File: src/rtl/band_energy_meter_if.sv
// Sample handshake between the PCM sampler and the band energy meter.
interface band_energy_meter_if #(
  parameter int SAMPLE_W = 8
) ();
  logic signed [SAMPLE_W-1:0] sample_in;
  logic                       sample_valid;
  logic                       sample_ready;

  modport master (output sample_in, output sample_valid, input  sample_ready);
  modport slave  (input  sample_in, input  sample_valid, output sample_ready);
endinterface

File: src/rtl/band_energy_meter.sv
// Multi-band level meter: time-multiplexed difference-of-lowpass filter bank,
// windowed magnitude integration, instant or peak-hold/decay ballistic, per-band PWM.
//
// state | meaning
// IDLE  | ready for a sample; accept latches it into prev
// RUN   | one band step per cycle, k = 0 .. NUM_BANDS-1
module band_energy_meter #(
  parameter int NUM_BANDS   = 4,
  parameter int SAMPLE_W    = 8,
  parameter int WINDOW_LOG2 = 4,
  parameter int LEVEL_W     = 8,
  parameter int DECAY_STEP  = 16
) (
  input  logic                           clk,
  input  logic                           rst,
  band_energy_meter_if.slave             s_if,
  input  logic                           mode,
  output logic                           mag_valid,
  output logic [2:0]                     mag_band,
  output logic [SAMPLE_W-1:0]            mag,
  output logic [NUM_BANDS*LEVEL_W-1:0]   level_flat,
  output logic                           frame_tick,
  output logic                           overrun,
  output logic [NUM_BANDS-1:0]           pwm_out
);
  localparam int DW     = SAMPLE_W + 2;
  localparam int AW     = SAMPLE_W + WINDOW_LOG2;
  localparam int KW     = (NUM_BANDS > 1) ? $clog2(NUM_BANDS) : 1;
  localparam int NSLOT  = 1 << KW;
  localparam int LSHIFT = AW - LEVEL_W;
  localparam logic [KW-1:0]        LAST_K  = KW'(NUM_BANDS - 1);
  localparam logic signed [DW-1:0] MAG_MAX = DW'((1 << SAMPLE_W) - 1);

  typedef enum logic {IDLE, RUN} state_t;

  state_t                  r_state;
  logic [KW-1:0]           r_k;
  logic signed [DW-1:0]    r_prev;
  logic signed [DW-1:0]    r_lp   [NSLOT];
  logic [AW-1:0]           r_acc  [NSLOT];
  logic [LEVEL_W-1:0]      r_disp [NSLOT];
  logic [WINDOW_LOG2-1:0]  r_win;
  logic [LEVEL_W-1:0]      r_cnt;
  logic                    r_frame_tick;
  logic                    r_overrun;
  logic [NUM_BANDS-1:0]    r_pwm;

  logic signed [DW-1:0]    w_lp_cur, w_diff, w_step, w_lp_new, w_b, w_abs;
  logic [KW:0]             w_shift;
  logic [SAMPLE_W-1:0]     w_mag;
  logic [AW-1:0]           w_sum;
  logic [LEVEL_W-1:0]      w_level, w_decayed, w_peak;
  logic                    w_run, w_last_band, w_last_sample;

  always_comb begin
    w_lp_cur  = r_lp[r_k];
    w_shift   = {1'b0, r_k} + (KW+1)'(1);
    w_diff    = r_prev - w_lp_cur;
    w_step    = w_diff >>> w_shift;
    w_lp_new  = w_lp_cur + w_step;
    w_b       = r_prev - w_lp_new;
    w_abs     = w_b[DW-1] ? -w_b : w_b;
    w_mag     = (w_abs > MAG_MAX) ? MAG_MAX[SAMPLE_W-1:0] : w_abs[SAMPLE_W-1:0];
    // The final sample's magnitude is folded into the level directly, not via acc.
    w_sum     = r_acc[r_k] + AW'(w_mag);
    w_level   = LEVEL_W'(w_sum >> LSHIFT);
    w_decayed = (int'(r_disp[r_k]) > DECAY_STEP) ? r_disp[r_k] - LEVEL_W'(DECAY_STEP) : '0;
    w_peak    = (w_level > w_decayed) ? w_level : w_decayed;
    w_run         = (r_state == RUN);
    w_last_band   = (r_k == LAST_K);
    w_last_sample = (r_win == '1);
  end

  assign s_if.sample_ready = (r_state == IDLE);
  assign mag_valid         = w_run;
  assign mag_band          = w_run ? 3'(r_k) : 3'd0;
  assign mag               = w_run ? w_mag : '0;
  assign frame_tick        = r_frame_tick;
  assign overrun           = r_overrun;
  assign pwm_out           = r_pwm;

  for (genvar g = 0; g < NUM_BANDS; g++) begin : g_level
    assign level_flat[g*LEVEL_W +: LEVEL_W] = r_disp[g];
  end

  always_ff @(posedge clk) begin
    if (rst) begin
      r_state      <= IDLE;
      r_k          <= '0;
      r_prev       <= '0;
      r_win        <= '0;
      r_cnt        <= '0;
      r_frame_tick <= 1'b0;
      r_overrun    <= 1'b0;
      r_pwm        <= '0;
      for (int i = 0; i < NSLOT; i++) begin
        r_lp[i]   <= '0;
        r_acc[i]  <= '0;
        r_disp[i] <= '0;
      end
    end else begin
      r_cnt        <= r_cnt + LEVEL_W'(1);
      r_frame_tick <= 1'b0;
      if (s_if.sample_valid && (r_state != IDLE))
        r_overrun <= 1'b1;
      for (int i = 0; i < NUM_BANDS; i++)
        r_pwm[i] <= (r_cnt < r_disp[i]);

      case (r_state)
        IDLE: begin
          if (s_if.sample_valid) begin
            r_prev  <= {{2{s_if.sample_in[SAMPLE_W-1]}}, s_if.sample_in};
            r_k     <= '0;
            r_state <= RUN;
          end
        end
        RUN: begin
          r_lp[r_k] <= w_lp_new;
          r_prev    <= w_lp_new;
          if (w_last_sample) begin
            r_acc[r_k]  <= '0;
            r_disp[r_k] <= mode ? w_peak : w_level;
          end else begin
            r_acc[r_k]  <= w_sum;
          end
          if (w_last_band) begin
            r_state      <= IDLE;
            r_win        <= r_win + WINDOW_LOG2'(1);
            r_frame_tick <= w_last_sample;
          end else begin
            r_k <= r_k + KW'(1);
          end
        end
        default: r_state <= IDLE;
      endcase
    end
  end
endmodule

File: src/flat_wrapper.sv
// flat-port wrapper written by rule: the top's interface ports become plain ports
module band_energy_meter_flat 
#(
  parameter int NUM_BANDS   = 4,
  parameter int SAMPLE_W    = 8,
  parameter int WINDOW_LOG2 = 4,
  parameter int LEVEL_W     = 8,
  parameter int DECAY_STEP  = 16
)
  (clk, rst, mode, mag_valid, mag_band, mag, level_flat, frame_tick, overrun, pwm_out, s_if_sample_in, s_if_sample_valid, s_if_sample_ready);
  band_energy_meter_if #(.SAMPLE_W(SAMPLE_W)) s_if_i ();
  input  logic clk;
  input  logic rst;
  input  logic mode;
  output logic mag_valid;
  output logic [2:0] mag_band;
  output logic [SAMPLE_W-1:0] mag;
  output logic [NUM_BANDS*LEVEL_W-1:0] level_flat;
  output logic frame_tick;
  output logic overrun;
  output logic [NUM_BANDS-1:0] pwm_out;
  input wire logic [$bits(s_if_i.sample_in)-1:0] s_if_sample_in;
  input wire logic [$bits(s_if_i.sample_valid)-1:0] s_if_sample_valid;
  output wire logic [$bits(s_if_i.sample_ready)-1:0] s_if_sample_ready;
  assign s_if_i.sample_in = s_if_sample_in;
  assign s_if_i.sample_valid = s_if_sample_valid;
  assign s_if_sample_ready = s_if_i.sample_ready;
  band_energy_meter #(.NUM_BANDS(NUM_BANDS), .SAMPLE_W(SAMPLE_W), .WINDOW_LOG2(WINDOW_LOG2), .LEVEL_W(LEVEL_W), .DECAY_STEP(DECAY_STEP)) u_core (.clk(clk), .rst(rst), .s_if(s_if_i), .mode(mode), .mag_valid(mag_valid), .mag_band(mag_band), .mag(mag), .level_flat(level_flat), .frame_tick(frame_tick), .overrun(overrun), .pwm_out(pwm_out));
endmodule
File: config.mk
export PLATFORM = sky130hd
export DESIGN_NAME = band_energy_meter_flat
export DESIGN_NICKNAME = d
export VERILOG_FILES = /design/src/rtl/band_energy_meter_if.sv /design/src/rtl/band_energy_meter.sv /design/src/flat_wrapper.sv
export SDC_FILE = /design/constraint.sdc
export NUM_CORES = 1
export LEC_CHECK = 0
export ABC_CLOCK_PERIOD_IN_PS = 14350
export CAP_MARGIN = 15
export CELL_PAD_IN_SITES_DETAIL_PLACEMENT = 1
export CELL_PAD_IN_SITES_GLOBAL_PLACEMENT = 1
export CORE_MARGIN = 10
export CORE_UTILIZATION = 51
export DETAILED_ROUTE_END_ITERATION = 8
export DONT_BUFFER_PORTS = 1
export PLACE_DENSITY_LB_ADDON = 0.1
export SYNTH_ARGS = -nofsm -noshare
export SYNTH_HDL_FRONTEND = slang
export SYNTH_SLANG_ARGS = --single-unit
File: constraint.sdc
create_clock -name clk -period 14.35 [get_ports clk]
set_input_delay 4.305 -clock clk [delete_from_list [all_inputs] [get_ports clk]]
set_output_delay 4.305 -clock clk [all_outputs]
set_load 0.005 [all_outputs]
==> out/qor.log <==
qor: setup_path.critical_path_depth 28
qor: timing.hold-worst-slack 502.3 ps
qor: global_route.grt_antenna_before_repair 0
qor: setup_path.critical_path_required 10050 ps
qor: finish.areaGrowthSynthToFinish 7.153%
qor: drt.routed-wl-met3 1709 um
qor: timing.period_minus_slack 12450 ps
qor: clock_tree.clk_pin_slew_worst_paths 70 ps
qor: setup_path.worst_ep_arrival_time 8150 ps
qor: drt.detailroute.via_count 7235
qor: drt.drt_wl_total 27540 um
qor: drt.detail_route.drc_violations 0
qor: synthesis.yosysUniqueCellTypes 60
qor: drt.maxUsedRoutingLayer met4
qor: timing.rsz0062_at_grt no
qor: global_route.grt_pass1_vias 7684
qor: finish.layout.nets 1010
qor: clock_tree.cts_resized 0
qor: place.place_worst_setup_slack 2461 ps
qor: floorplan.dieWidth 157.7 um
qor: synthesis.ys.warnings.count 0
qor: timing.slew_headroom 0.3607
qor: timing.post-route-worst-setup-slack 1899 ps
qor: timing.fin_crit_sh 0.8677
qor: synthesis.synthesis.instances 934
qor: timing.max_slew.worst_pin.slew 956.7 ps
qor: global_route.wire_length_of_the_first_global_routing_pass 42910 um
qor: floorplan.std_cell_rows 50
qor: floorplan.floorplan.io_pins 63
qor: finish.diodes 0
qor: finish.regArea 0.004265 mm^2
qor: clock_tree.clock_tree.root_cell sky130_fd_sc_hd__clkbuf_16
qor: setup_path.worst_r2r_path_depth 44
qor: clock_tree.clock_tree.htree_level_count 4
qor: setup_path.cp-start-kind flop
qor: place.port_buffers 0
qor: clock_tree.clock-sinks 153
qor: clock_tree.post-cts-setup-buffers 0
qor: setup_path.crit_buf_inv 2
qor: setup_path.cpPeakStageDelay 500 ps
qor: status.status finished clean
qor: synthesis.synth-seq-area-share 0.4408
qor: run.drv_cap 0
qor: setup_path.cp-end-kind output port
qor: timing.finalHoldViolations 0
qor: setup_path.cp_slowest_cell sky130_fd_sc_hd__buf_4
qor: synthesis.synth.net_count 1028
qor: drt.drtAntennaViolNets 0
qor: drt.post_dr_vias_cell 6.221
qor: setup_path.critical_path.max_fanout 22
qor: timing.slew_violations 0
qor: synthesis.ys_async_sr_fraction 0
qor: drt.drt_iter0_drc 486
qor: timing.final-setup-viol-count 0
qor: setup_path.critPathKind reg -> out
qor: synthesis.count_of_flip_flops_with_a_built_in_enable_after_synthesis 120
qor: global_route.grt_max_degree 45
qor: finish.post_route_cells_drive_above_1_share 0.09795
qor: clock_tree.cts_tree built
qor: drt.drt_pre_antenna_iters 4
qor: drt.wirelength_met1 11840 um
qor: clock_tree.cts_hold_repair.buffers 0
qor: setup_path.critical-path-top-delay-family compound AO/OA/AOI/OAI gates
qor: clock_tree.cts_max_path_buffers 2
qor: drt.route.detailed.wl_per_inst 23.68 um
qor: finish.multi_input_gate_area 0.004932 mm^2
qor: floorplan.floorplan.die_area 0.02488 mm^2
qor: clock_tree.clk_latency 440 ps
qor: worst_hold_path.timing.hold.worst.class reg -> reg
qor: global_route.grt_util_all_layers 0.2257
qor: timing.timing.setup.tns 0 ps
qor: worst_hold_path.timing.hold.worst_path_depth 1
qor: place.routabilityCongestion 0.9011
qor: floorplan.dieHeight 157.7 um
qor: global_route.globalRoute.totalOverflow 0
qor: place.detailedPlacementHpwl 20220 um
qor: clock_tree.cts_made_buffers 17
qor: synthesis.ys_ff_latch 153
qor: floorplan.initial_cell_density_of_the_core 0.5171
qor: timing.clock.fmax 0.08031 GHz
qor: synthesis.post_synth_instance_area 0.009673 mm^2
qor: synthesis.post_synth.cell_area_avg 10.36 um^2
qor: synthesis.synth_top_flop_cell sky130_fd_sc_hd__edfxtp_1
qor: finish.count_of_fill_cells_added_during_filler_insertion 2029
qor: floorplan.core-area 0.01871 mm^2
qor: setup_path.most_frequent_cell_on_critical_path sky130_fd_sc_hd__o21ai_0
qor: drt.wl_met2 13700 um
qor: timing.clock-skew-final 12.97 ps
cell type report:
class	instances	share of cell area
inverter	78	0.02825
clock inverter	15	0.01147
multi-input combinational	661	0.4759
clock buffer	17	0.04104
sequential	153	0.4115
tap	234	0.02825
timing repair buffer	5	0.003621
cells in the mapped netlist (30+ instances only):
| cell type | instances | area [um^2] |
|---|---|---|
| sky130_fd_sc_hd__clkbuf_1 | 32 | 120.1 |
| sky130_fd_sc_hd__a21oi_1 | 38 | 190.2 |
| sky130_fd_sc_hd__dfxtp_1 | 33 | 660.6 |
| sky130_fd_sc_hd__ha_1 | 78 | 975.9 |
| sky130_fd_sc_hd__mux4_2 | 30 | 675.7 |
| sky130_fd_sc_hd__edfxtp_1 | 120 | 3603 |
| sky130_fd_sc_hd__nor3_1 | 36 | 180.2 |
| sky130_fd_sc_hd__nand2_1 | 48 | 180.2 |
| sky130_fd_sc_hd__a21o_1 | 42 | 315.3 |
| sky130_fd_sc_hd__inv_1 | 76 | 285.3 |
| sky130_fd_sc_hd__nor2_1 | 131 | 491.7 |
| sky130_fd_sc_hd__o21ai_0 | 30 | 150.1 |
per-layer routing:
| metal | track usage | vias up |
|---|---|---|
| li1 | - | 3338 |
| met4 | 0.05343 | 0 |
| met3 | 0.05346 | 21 |
| met2 | 0.3806 | 186 |
| met1 | 0.2865 | 3690 |
| met5 | 0 | - |
cells by family (layout without fill, tap and decap cells):
logic type / Yosys count / in the layout / share of synthesized area
AOI/OAI and AO/OA: 190 / 190 / 0.1343
xor gates and xnor gates: 39 / 39 / 0.03531
adders and majority gates: 82 / 82 / 0.1092
buffers and inverters: 120 / 115 / 0.04928
DFF: 153 / 153 / 0.4408
muxes: 44 / 44 / 0.08563
other: 1 / 1 / 0.0003877
and+or+nand+nor: 305 / 305 / 0.1451
metrics by stage:
stage	cell area (um^2)	utilization	cells
final	10360	0.5541	1163
after global routing	10360	0.5541	1163
after CTS	10360	0.5541	1163
after detailed placement	9821	0.5250	1131
after global placement	9821	0.5250	1131
after floorplan	9673	-	934
final timing paths:
kind                                            startpoint                                 to  slack [ps]
worst max-delay path                                  flop                             mag[5]        1900
worst min-delay path            u_core.r_cnt[0]$_SDFF_PP0_         u_core.r_cnt[0]$_SDFF_PP0_         500
worst max register to register                        flop  u_core.r_disp[1][0]$_SDFFCE_PN0P_        2450
worst min register to register  u_core.r_cnt[0]$_SDFF_PP0_         u_core.r_cnt[0]$_SDFF_PP0_         500
cell usage in the layout (no fill, tap or decap), types with 4 or more instances in the layout:
| cell | count |
|---|---|
| sky130_fd_sc_hd__or3_1 | 8 |
| sky130_fd_sc_hd__nor4_1 | 4 |
| sky130_fd_sc_hd__xor2_1 | 20 |
| sky130_fd_sc_hd__clkbuf_16 | 17 |
| sky130_fd_sc_hd__mux2i_1 | 7 |
| sky130_fd_sc_hd__a21oi_1 | 38 |
| sky130_fd_sc_hd__a211oi_1 | 25 |
| sky130_fd_sc_hd__a31oi_1 | 5 |
| sky130_fd_sc_hd__dfxtp_1 | 32 |
| sky130_fd_sc_hd__mux2_2 | 6 |
| sky130_fd_sc_hd__and3_1 | 4 |
| sky130_fd_sc_hd__inv_1 | 76 |
| sky130_fd_sc_hd__or2_2 | 7 |
| sky130_fd_sc_hd__inv_6 | 4 |
| sky130_fd_sc_hd__o21a_1 | 10 |
| sky130_fd_sc_hd__fa_1 | 4 |
| sky130_fd_sc_hd__xnor2_1 | 19 |
| sky130_fd_sc_hd__ha_1 | 78 |
| sky130_fd_sc_hd__nand3_1 | 18 |
| sky130_fd_sc_hd__nor2_1 | 131 |
| sky130_fd_sc_hd__nor3_1 | 36 |
| sky130_fd_sc_hd__o21ai_0 | 30 |
| sky130_fd_sc_hd__edfxtp_1 | 120 |
| sky130_fd_sc_hd__o211ai_1 | 6 |
| sky130_fd_sc_hd__nand2_1 | 48 |
| sky130_fd_sc_hd__and2_1 | 5 |
| sky130_fd_sc_hd__nand2b_1 | 22 |
| sky130_fd_sc_hd__clkinv_4 | 4 |
| sky130_fd_sc_hd__a21o_1 | 42 |
| sky130_fd_sc_hd__mux4_2 | 30 |
| sky130_fd_sc_hd__nor2b_1 | 13 |
| sky130_fd_sc_hd__buf_4 | 5 |
registers in the layout, indices dropped and copies added, names as in the netlist, named ones only:
register           cells
u_core.r_acc          48
u_core.r_lp           40
u_core.r_disp         32
u_core.r_prev         10
u_core.r_cnt           8
u_core.pwm_out         4
u_core.r_win           4
u_core.r_k             2
u_core.frame_tick      1
u_core.mag_valid       1
u_core.overrun         1
Power is not shown: default switching activity piles up to over one toggle a cycle in this logic, so the estimate is an artifact.
